<file path="config.mk">
export PLATFORM = sky130hd
export DESIGN_NAME = irq_ctrl
export DESIGN_NICKNAME = d
export VERILOG_FILES = /design/src/rtl/irq_pkg.sv /design/src/rtl/irq_sync_edge.sv /design/src/rtl/irq_ctrl.sv
export SDC_FILE = /design/constraint.sdc
export NUM_CORES = 1
export LEC_CHECK = 0
export BUFFER_PORTS_ARGS = -buffer_cell sky130_fd_sc_hd__buf_2
export CAP_MARGIN = 20
export CORE_MARGIN = 5
export CORE_UTILIZATION = 41
export CTS_CLUSTER_SIZE = 12
export DETAILED_ROUTE_END_ITERATION = 10
export PLACE_DENSITY = 0.78
export SLEW_MARGIN = 30
export SYNTH_ARGS = -nofsm -noshare
export SYNTH_HDL_FRONTEND = slang
export SYNTH_SLANG_ARGS = --single-unit
</file>
<file path="constraint.sdc">
create_clock -name clk -period 1.5 [get_ports clk]
set_input_delay 0.15 -clock clk [delete_from_list [all_inputs] [get_ports clk]]
set_output_delay 0.15 -clock clk [all_outputs]
set_load 0.02 [all_outputs]
</file>
<file path="src/rtl/irq_pkg.sv">
// Shared constants for the interrupt controller: register map, vector layout
// and the controller's FSM states.
package irq_pkg;

   localparam logic [1:0] REG_PENDING = 2'd0;
   localparam logic [1:0] REG_MASK    = 2'd1;
   localparam logic [1:0] REG_VECTOR  = 2'd2;
   localparam logic [1:0] REG_EOI     = 2'd3;

   localparam int VEC_VALID_BIT = 31;

   typedef enum logic [1:0] {
      IDLE    = 2'd0,
      ASSERT  = 2'd1,
      SERVICE = 2'd2
   } irq_state_t;

endpackage

</file>
<file path="src/rtl/irq_sync_edge.sv">
// Two-flop synchronizer followed by a rising-edge detector, one lane per bit.
// rise_o is a single-cycle pulse per 0->1 transition seen after synchronization.
module irq_sync_edge #(
   parameter int W = 8
) (
   input  logic         clk,
   input  logic         reset,
   input  logic [W-1:0] d_i,
   output logic [W-1:0] rise_o
);

   logic [W-1:0] sync1_q;
   logic [W-1:0] sync2_q;
   logic [W-1:0] prev_q;

   always_ff @(posedge clk or negedge reset) begin
      if (!reset) begin
         sync1_q <= '0;
         sync2_q <= '0;
         prev_q  <= '0;
      end else begin
         sync1_q <= d_i;
         sync2_q <= sync1_q;
         prev_q  <= sync2_q;
      end
   end

   assign rise_o = sync2_q & ~prev_q;

endmodule

</file>
<file path="src/rtl/irq_ctrl.sv">
// Memory-mapped interrupt controller: latches source edges into PENDING, raises
// irq for the highest-priority enabled source and holds off until EOI.
module irq_ctrl
   import irq_pkg::*;
#(
   parameter int NSRC = 8
) (
   input  logic            clk,
   input  logic            reset,
   input  logic [NSRC-1:0] src,
   input  logic            sel,
   input  logic [31:0]     adr,
   input  logic [31:0]     writedata,
   input  logic            memwrite,
   output logic [31:0]     readdata,
   output logic            irq,
   input  logic            iack
);

   irq_state_t      state_q, state_d;
   logic [NSRC-1:0] pend_q, pend_d;
   logic [NSRC-1:0] mask_q, mask_d;
   logic            vec_valid_q, vec_valid_d;
   logic [4:0]      vec_id_q, vec_id_d;
   logic            irq_q;

   logic [NSRC-1:0] rise;
   logic [NSRC-1:0] active;
   logic [NSRC-1:0] win_oh;
   logic [4:0]      winner;
   logic            wr_en, wr_pend, wr_mask, wr_eoi, take;
   logic            unused_bits;

   irq_sync_edge #(.W(NSRC)) u_sync_edge (
      .clk    (clk),
      .reset  (reset),
      .d_i    (src),
      .rise_o (rise)
   );

   assign unused_bits = ^{adr[31:4], adr[1:0], writedata[31:NSRC]};

   assign wr_en   = sel & memwrite;
   assign wr_pend = wr_en && (adr[3:2] == REG_PENDING);
   assign wr_mask = wr_en && (adr[3:2] == REG_MASK);
   assign wr_eoi  = wr_en && (adr[3:2] == REG_EOI);

   assign active = pend_q & mask_q;

   // Descending scan so the lowest set index wins.
   always_comb begin
      winner = '0;
      for (int i = NSRC - 1; i >= 0; i--) begin
         if (active[i]) winner = 5'(i);
      end
   end

   assign win_oh = NSRC'(1) << winner;
   assign take   = (state_q == ASSERT) && (active != '0) && iack;

   always_comb begin
      state_d     = state_q;
      vec_valid_d = vec_valid_q;
      vec_id_d    = vec_id_q;
      case (state_q)
         IDLE: begin
            if (active != '0) state_d = ASSERT;
         end
         ASSERT: begin
            if (active == '0) begin
               state_d = IDLE;
            end else if (iack) begin
               state_d     = SERVICE;
               vec_valid_d = 1'b1;
               vec_id_d    = winner;
            end
         end
         SERVICE: begin
            if (wr_eoi) begin
               state_d     = IDLE;
               vec_valid_d = 1'b0;
            end
         end
         default: state_d = IDLE;
      endcase
   end

   // New edges are OR-ed in last so they win over W1C and iack clears.
   always_comb begin
      pend_d = pend_q;
      if (wr_pend) pend_d = pend_d & ~writedata[NSRC-1:0];
      if (take)    pend_d = pend_d & ~win_oh;
      pend_d = pend_d | rise;
   end

   assign mask_d = wr_mask ? writedata[NSRC-1:0] : mask_q;

   always_ff @(posedge clk or negedge reset) begin
      if (!reset) begin
         state_q     <= IDLE;
         pend_q      <= '0;
         mask_q      <= '0;
         vec_valid_q <= 1'b0;
         vec_id_q    <= '0;
         irq_q       <= 1'b0;
      end else begin
         state_q     <= state_d;
         pend_q      <= pend_d;
         mask_q      <= mask_d;
         vec_valid_q <= vec_valid_d;
         vec_id_q    <= vec_id_d;
         irq_q       <= (state_d == ASSERT);
      end
   end

   assign irq = irq_q;

   always_comb begin
      readdata = '0;
      if (sel) begin
         case (adr[3:2])
            REG_PENDING: readdata = 32'(pend_q);
            REG_MASK:    readdata = 32'(mask_q);
            REG_VECTOR: begin
               readdata[VEC_VALID_BIT] = vec_valid_q;
               readdata[4:0]           = vec_id_q;
            end
            default:     readdata = '0;
         endcase
      end
   end

endmodule

</file>
==> results of run 1 <==
==> repair_timing <==
action | CTS | global route
setup buffers | 2 | 2
hold buffers | 9 | 0
resized for setup | 9 | 14
setup endpoints to repair | 2 | 7
gates cloned | 0 | 0
pin swaps | 4 | 7
endpoints found under the hold margin | 25 | 0
==> worst max-delay path, delay by kind of cell (launching register included) <==
| family | cells | cell delay, ns |
|---|---|---|
| compound gates | 1 | 0.07 |
| buf+inv | 2 | 0.27 |
| flops | 1 | 0.41 |
| mux | 1 | 0.14 |
| simple gates | 1 | 0.15 |
==> placed cells by master (no fill, tap or decap), types with 2 or more instances in the layout <==
master,netlist,layout
o21a_1,3,3
buf_2,0,29
a21oi_1,3,3
o211ai_1,2,2
a22oi_2,1,3
nand2_1,19,19
mux2_2,8,8
buf_4,25,11
clkbuf_8,0,5
o21ai_0,10,7
a22o_1,3,3
nand2b_1,4,4
a32oi_1,4,4
mux2i_1,9,7
nor2_1,6,6
dfrtp_1,47,45
o21ai_1,0,3
dfrtp_2,0,2
inv_1,8,8
nand4_1,3,3
nand3_1,6,6
clkbuf_1,0,2
conb_1,1,23
buf_6,0,8
and2_1,4,4
dlygate4sd3_1,0,9
a22oi_1,6,4
==> layout make-up <==
cell class	count	area, µm²
Fill cell	472	2430
Sequential cell	47	1180
Clock inverter	1	5.00
Tap cell	70	87.6
Timing Repair Buffer	58	428
Clock buffer	7	76.3
Multi-Input combinational cell	129	838
Inverter	8	30.0
==> registers in the layout, summed over array words and instances (netlist names) <==
register and cells:
irq 1, mask_q 8, pend_q 8, state_q 2
u_sync_edge.prev_q 8, u_sync_edge.sync1_q 8, u_sync_edge.sync2_q 8, vec_id_q 3
vec_valid_q 1
==> routing by layer <==
layer | vias up | global-route usage (%) | wire length (µm) | part of all wire (%)
met1 | 742 | 17.3 | 1840 | 43
met5 | - | 0 | 0 | 0
met3 | 4 | 3.51 | 320 | 7.5
li1 | 740 | - | - | -
met2 | 53 | 20.8 | 2100 | 49
met4 | 0 | 4.15 | 23 | 0.54
==> power breakdown <==
group          leakage [µW]  total, µW  switching [µW]  internal (µW)
clock network     0.0000422        713             386            327
registers          0.000529       1650             171           1480
logic              0.000686       1150             581            565
==> logic make-up (layout without fill, tap and decap cells) <==
logic type             after synthesis  in the layout
muxes                               17             17
buffers and inverters               34             74
other                                1             23
and+or+nand+nor                     52             52
DFF                                 47             47
AOI/OAI and AO/OA                   37             37
==> through the flow <==
step | hold slack [ns] | util (%) | cell area [µm²] | setup TNS, ns | std cells
2_1_floorplan | -0.146 | - | 2210 | 0 | 210
3_3_place_gp | 0.112 | 46.8 | 2370 | 0 | 299
3_5_place_dp | 0.112 | 46.8 | 2370 | 0 | 299
4_1_cts | 0.105 | 50.9 | 2580 | 0 | 318
5_1_grt | 0.103 | 52.1 | 2640 | -0.127 | 320
6_report | 0.108 | 52.1 | 2640 | 0 | 320
==> worst max path at each step <==
stage                        to  cells after the start       from  slack [ns]
floorplan             pend_q[5]                      4  mask_q[2]        0.11
global placement      pend_q[5]                      4  pend_q[2]        0.12
detailed placement    pend_q[5]                      4  pend_q[2]        0.08
CTS                 readdata[2]                      5  pend_q[2]       0.004
global route        readdata[0]                      4  mask_q[0]       -0.03
finish              readdata[2]                      5  mask_q[2]        0.04
==> run summary, run 1 <==
Outcome = finished, final reports clean
RD Place Congestion = 0.880
Clock Tree Buf Depth = 2
Slowest-stage cell, CP = dfrtp_1
Row cnt = 26
# diodes = 0
Antenna violations before repair = 0
Leak pwr = 0.00126 µW
# Max-Cap Violations = 0
Vias in the first global route = 1441
Vias = 1539
DR WL/cell = 13.4 µm
WP data arrival = 1.31 ns
Ys async rst share = 100%
Synth area leader = dfrtp_1
CTS tree = done
Setup WS pre-CTS = 0.0774 ns
Critical Path Max Stage Delay = 0.41 ns
DRT Pass-1 Iters = 4
Clock skew = 0.00850 ns
I/O Buffers = 32
Worst-Skew Late Latency = 0.29 ns
Initial DRC count = 80
Post-Syn Area = 0.00213 mm²
Complex-gate fraction of the synthesized area = 12.5%
Peak fanout along the critical path = 5
Worst R2R Path Depth = 5
Final nets = 326
Total power = 3510 µW
Top post-synthesis cells by area = dfrtp_1 (55%), buf_4 (8.8%), mux2i_1 (4.2%)
Final Hold Viols = 0
Ports = 110
Hpwl dp = 3120 µm
Most common cell in the synthesized netlist = dfrtp_1
PnR worst setup slack = 0.0372 ns
Clock sink count = 47
Worst Hold Path EP = mask_q[7]
R2R Setup Slk = 0.05 ns
Grt total ovfl = 0
Root Buffer = clkbuf_8
Fmax = 684 MHz
Total GRT Usage = 13.1%
Core box area = 0.00507 mm²
DIE AREA = 0.00672 mm²
Worst R2R Start = mask_q[1]
Top cell type's share of synthesized area = 55.3%
Final setup vio count = 0
Hold depth = 2
Syn avg cell area = 11.3 µm²
Worst path required time = 1.35 ns
Worst setup EP type = output port
DRT antenna net count = 0
Area share of fa/ha/maj cells after synthesis = 0%
Number of H-tree levels = 2
Cell Chain, Critical Path = buf_6 > mux2i_4 > o21ai_1 > and2_1 > buf_6
First-pass GRT wire length = 6620 µm
DIE WIDTH = 82.0 µm
Ys Warns = 0
DIE HEIGHT = 82.0 µm
Simple logic cell fraction of the synthesized area = 13.1%
Drc violations = 0
DR vias/cell = 4.81
Crit path top cell by count = buf_6
Worst-path clk slew = 0.08 ns
Largest net degree at the start of global routing = 31
PwrDens = 1330 mW/mm²
Fin. max-slew vios = 0
Reg-to-Reg End = pend_q[5]
Sequential share of the synthesized area = 55.3%
Area Overhead vs Synth = 24.4%
Period Utilization, post-route = 97.5%
XOR/XNOR Fraction of Synth Area = 0%
HP Class = primary input to flop
Post-synthesis cell count = 188
Crit Path Class = flop to output port
Largest family of logic cells by synthesized area = simple AND/OR/NAND/NOR gates
VDD IR max = 0.843 mV
Hold path start = writedata[7]
RSZ-0062 raised after global routing = yes
Mux share of post-synthesis cell area = 8.48%
Total CTS buffers = 5
CP Launch Type = flop
Initial Util = 41.9%
EDFF count, synth = 0
Layout cells sized above 1 = 29.6%
#FFs+latches synth = 47
Wirelength, routed = 4290 µm
Post-layout min period = 1.46 ns
Count of different cell masters after synthesis = 36
Top FF cell, synth = dfrtp_1
Top cells by count, synth = dfrtp_1 (47), buf_4 (25), nand2_1 (19)
Note: power is estimated with default switching activity, not from simulation.
==> run 2: changes to the inputs <==
- ABC_AREA: default -> 1
- SLEW_MARGIN: 30 -> 20
==> run 2 against run 1 <==
Design area shrank 4.2%; largest power group unchanged; sequential power hardly changed; worst setup slack better by 0.086 ns; critical path depth grew 3.
==> run summary, run 2 <==
Total GRT Usage = 12.2% (-0.91 points)
Clock Tree Buf Depth = 2 (unchanged)
Final-layout fill cell count = 508 (+7.6%)
CP delay by family, top = simple AND/OR/NAND/NOR gates
Largest net degree at the start of global routing = 31 (unchanged)
Ys Warns = 0 (unchanged)
Top cell type's share of synthesized area = 54.1% (-1.3 points)
Final nets = 344 (+5.5%)
# diodes = 0 (unchanged)
Root Buffer = clkbuf_8
PwrDens = 1330 mW/mm² (-0.18%)
Top post-synthesis cells by area = dfrtp_1 (54%), nand2_1 (10%), buf_4 (7.9%)
Count of different cell masters after synthesis = 28 (-22%)
Syn avg cell area = 9.94 µm² (-12%)
Fin. max-slew vios = 0 (unchanged)
DR vias/cell = 4.49 (-6.7%)
Clock sink count = 47 (unchanged)
Worst setup EP type = flop
Crit path top cell by count = nand3_1
Commonest non-fill, non-tap cells in the layout = nand2_1 (58), dfrtp_1 (47), buf_2 (32)
Vias = 1516 (-1.5%)
Cell Chain, Critical Path = nand2_1 > nand2_2 > nor2_4 > nand3_1 > inv_2 > nand3_1 > nand3_1 > o21ai_1
Total CTS buffers = 5 (unchanged)
Hpwl dp = 3070 µm (-1.5%)
DR WL/cell = 11.9 µm (-11%)
Core box area = 0.00514 mm² (+1.3%)
RD Place Congestion = 0.821 (-6.6%)
Grt total ovfl = 0 (unchanged)
WP data arrival = 1.57 ns (+0.26 ns)
Setup WS pre-CTS = 0.108 ns (+0.0308 ns)
#FFs+latches synth = 47 (unchanged)
Crit Path Class = flop to flop
Worst-path clk slew = 0.09 ns (about the same)
Layout cells sized above 1 = 25.7% (-3.9 points)
Worst-Skew Late Latency = 0.30 ns (about the same)
Area Overhead vs Synth = 16.4%
Vias in the first global route = 1514 (+5.1%)
Top cells by count, synth = nand2_1 (58), dfrtp_1 (47), buf_4 (23)
I/O Buffers = 32 (unchanged)
Most common cell after layout, fill and taps aside = nand2_1
Fmax = 726 MHz (+6.2%)
Period Utilization, post-route = 91.8% (-5.7 points)
DIE HEIGHT = 82.9 µm (+1.0%)
Final setup vio count = 0 (unchanged)
Worst path required time = 1.69 ns (+0.34 ns)
Sequential share of the synthesized area = 54.1% (-1.3 points)
CP bufs+invs = 1 (-1)
Wirelength, routed = 4010 µm (-6.4%)
Peak fanout along the critical path = 4 (-1)
Antenna violations before repair = 0 (unchanged)
Ports = 110 (unchanged)
Clock skew = 0.00751 ns (-0.000989 ns)
Initial DRC count = 112 (+40%)
RSZ-0062 raised after global routing = no
Leak pwr = 0.00133 µW (+6.1%)
EDFF count, synth = 0 (unchanged)
DRT Pass-1 Iters = 4 (unchanged)
CTS tree = done
Synth area leader = dfrtp_1
DIE AREA = 0.00686 mm² (+2.1%)
Most common cell in the synthesized netlist = nand2_1
Post-Syn Area = 0.00218 mm² (+2.4%)
DIE WIDTH = 82.9 µm (+1.0%)
Outcome = finished, final reports clean
HP Class = primary input to flop
VDD IR max = 0.558 mV (-34%)
Row cnt = 26 (unchanged)
DRT antenna net count = 0 (unchanged)
Setup TNS = 0 ns (unchanged)
Initial Util = 42.3% (+0.44 points)
# Max-Cap Violations = 0 (unchanged)
PnR worst setup slack = 0.123 ns (+0.0859 ns)
Post-layout min period = 1.38 ns (-0.0859 ns)
Ys async rst share = 100% (unchanged)
Post-synthesis cell count = 219 (+16%)
Drc violations = 0 (unchanged)
Slowest-stage cell, CP = dfrtp_1
Top FF cell, synth = dfrtp_1
Number of H-tree levels = 2 (unchanged)
Final Hold Viols = 0 (unchanged)
Critical Path Max Stage Delay = 0.41 ns (about the same)
First-pass GRT wire length = 6780 µm (+2.4%)
CP Launch Type = flop
run 2: cell types whose count changed in the layout (fill, tap and decap cells not counted), sizes merged, moves of 6 or more:
cell / before / now
nand2: 19 / 65
inv: 8 / 28
a21oi: 3 / 9
mux2i: 9 / 0
a22oi: 7 / 0
buf: 49 / 33
run 2: worst paths after layout:
check	from	cells past startpoint	slack, ns	to
max	mask_q[2]	8	0.12	pend_q[7]
min	writedata[5]	2	0.09	mask_q[5]
max reg2reg	mask_q[2]	8	0.12	pend_q[7]
min reg2reg	u_sync_edge.sync1_q[1]	0	0.35	u_sync_edge.sync2_q[1]
max in group asynchronous	reset	3	0.67	pend_q[1]
min in group asynchronous	reset	2	0.32	vec_valid_q
run 2: through the flow:
stage | area [µm²] | hold WS [ns] | std cells | util [%] | total power [µW]
floorplan | 2260 | -0.146 | 241 | - | 2400
global placement | 2350 | 0.123 | 321 | 45.8 | 2570
detailed placement | 2350 | 0.116 | 321 | 45.8 | 2620
CTS | 2530 | 0.0854 | 338 | 49.2 | 3380
global route | 2530 | 0.0836 | 338 | 49.3 | 3580
finish | 2530 | 0.0887 | 338 | 49.3 | 3360
run 2: repair_timing:
item | 4_1_cts | 5_1_grt
buffers inserted | 0 | 0
endpoints found under the setup margin | 0 | 1
hold buffers | 9 | 0
endpoints found under the hold margin | 25 | 0
gates resized for setup | 0 | 1
run 2: logic make-up after synthesis:
kind of cell / share of synthesized area (%)
AO/OA/AOI/OAI: 6.44
flip-flops: 54.1
other: 0.172
multiplexers: 5.52
buffers and inverters: 12.8
AND/OR/NAND/NOR: 21.0
run 2: power by group:
| group | internal (µW) | switching [µW] |
|---|---|---|
| Sequential | 1480 | 143 |
| Combinational | 378 | 618 |
| Clock | 326 | 412 |
| Total | 2190 | 1170 |
run 2: cell type report:
type | instances | area (µm²) | share of cell area [%]
multi-input combinational | 143 | 810 | 32.0
inverter | 28 | 105 | 4.15
clock inverter | 2 | 12.5 | 0.494
sequential | 47 | 1180 | 46.4
tap | 70 | 87.6 | 3.46
timing repair buffer | 42 | 270 | 10.7
clock buffer | 6 | 72.6 | 2.86
run 2: metal layers:
| layer | wire length (µm) | vias up | global-route usage, % |
|---|---|---|---|
| li1 | - | 739 | - |
| met3 | 319 | 8 | 4.36 |
| met2 | 2040 | 58 | 20.3 |
| met1 | 1580 | 711 | 14.1 |
| met4 | 78 | 0 | 5.05 |
| met5 | 0 | - | 0 |
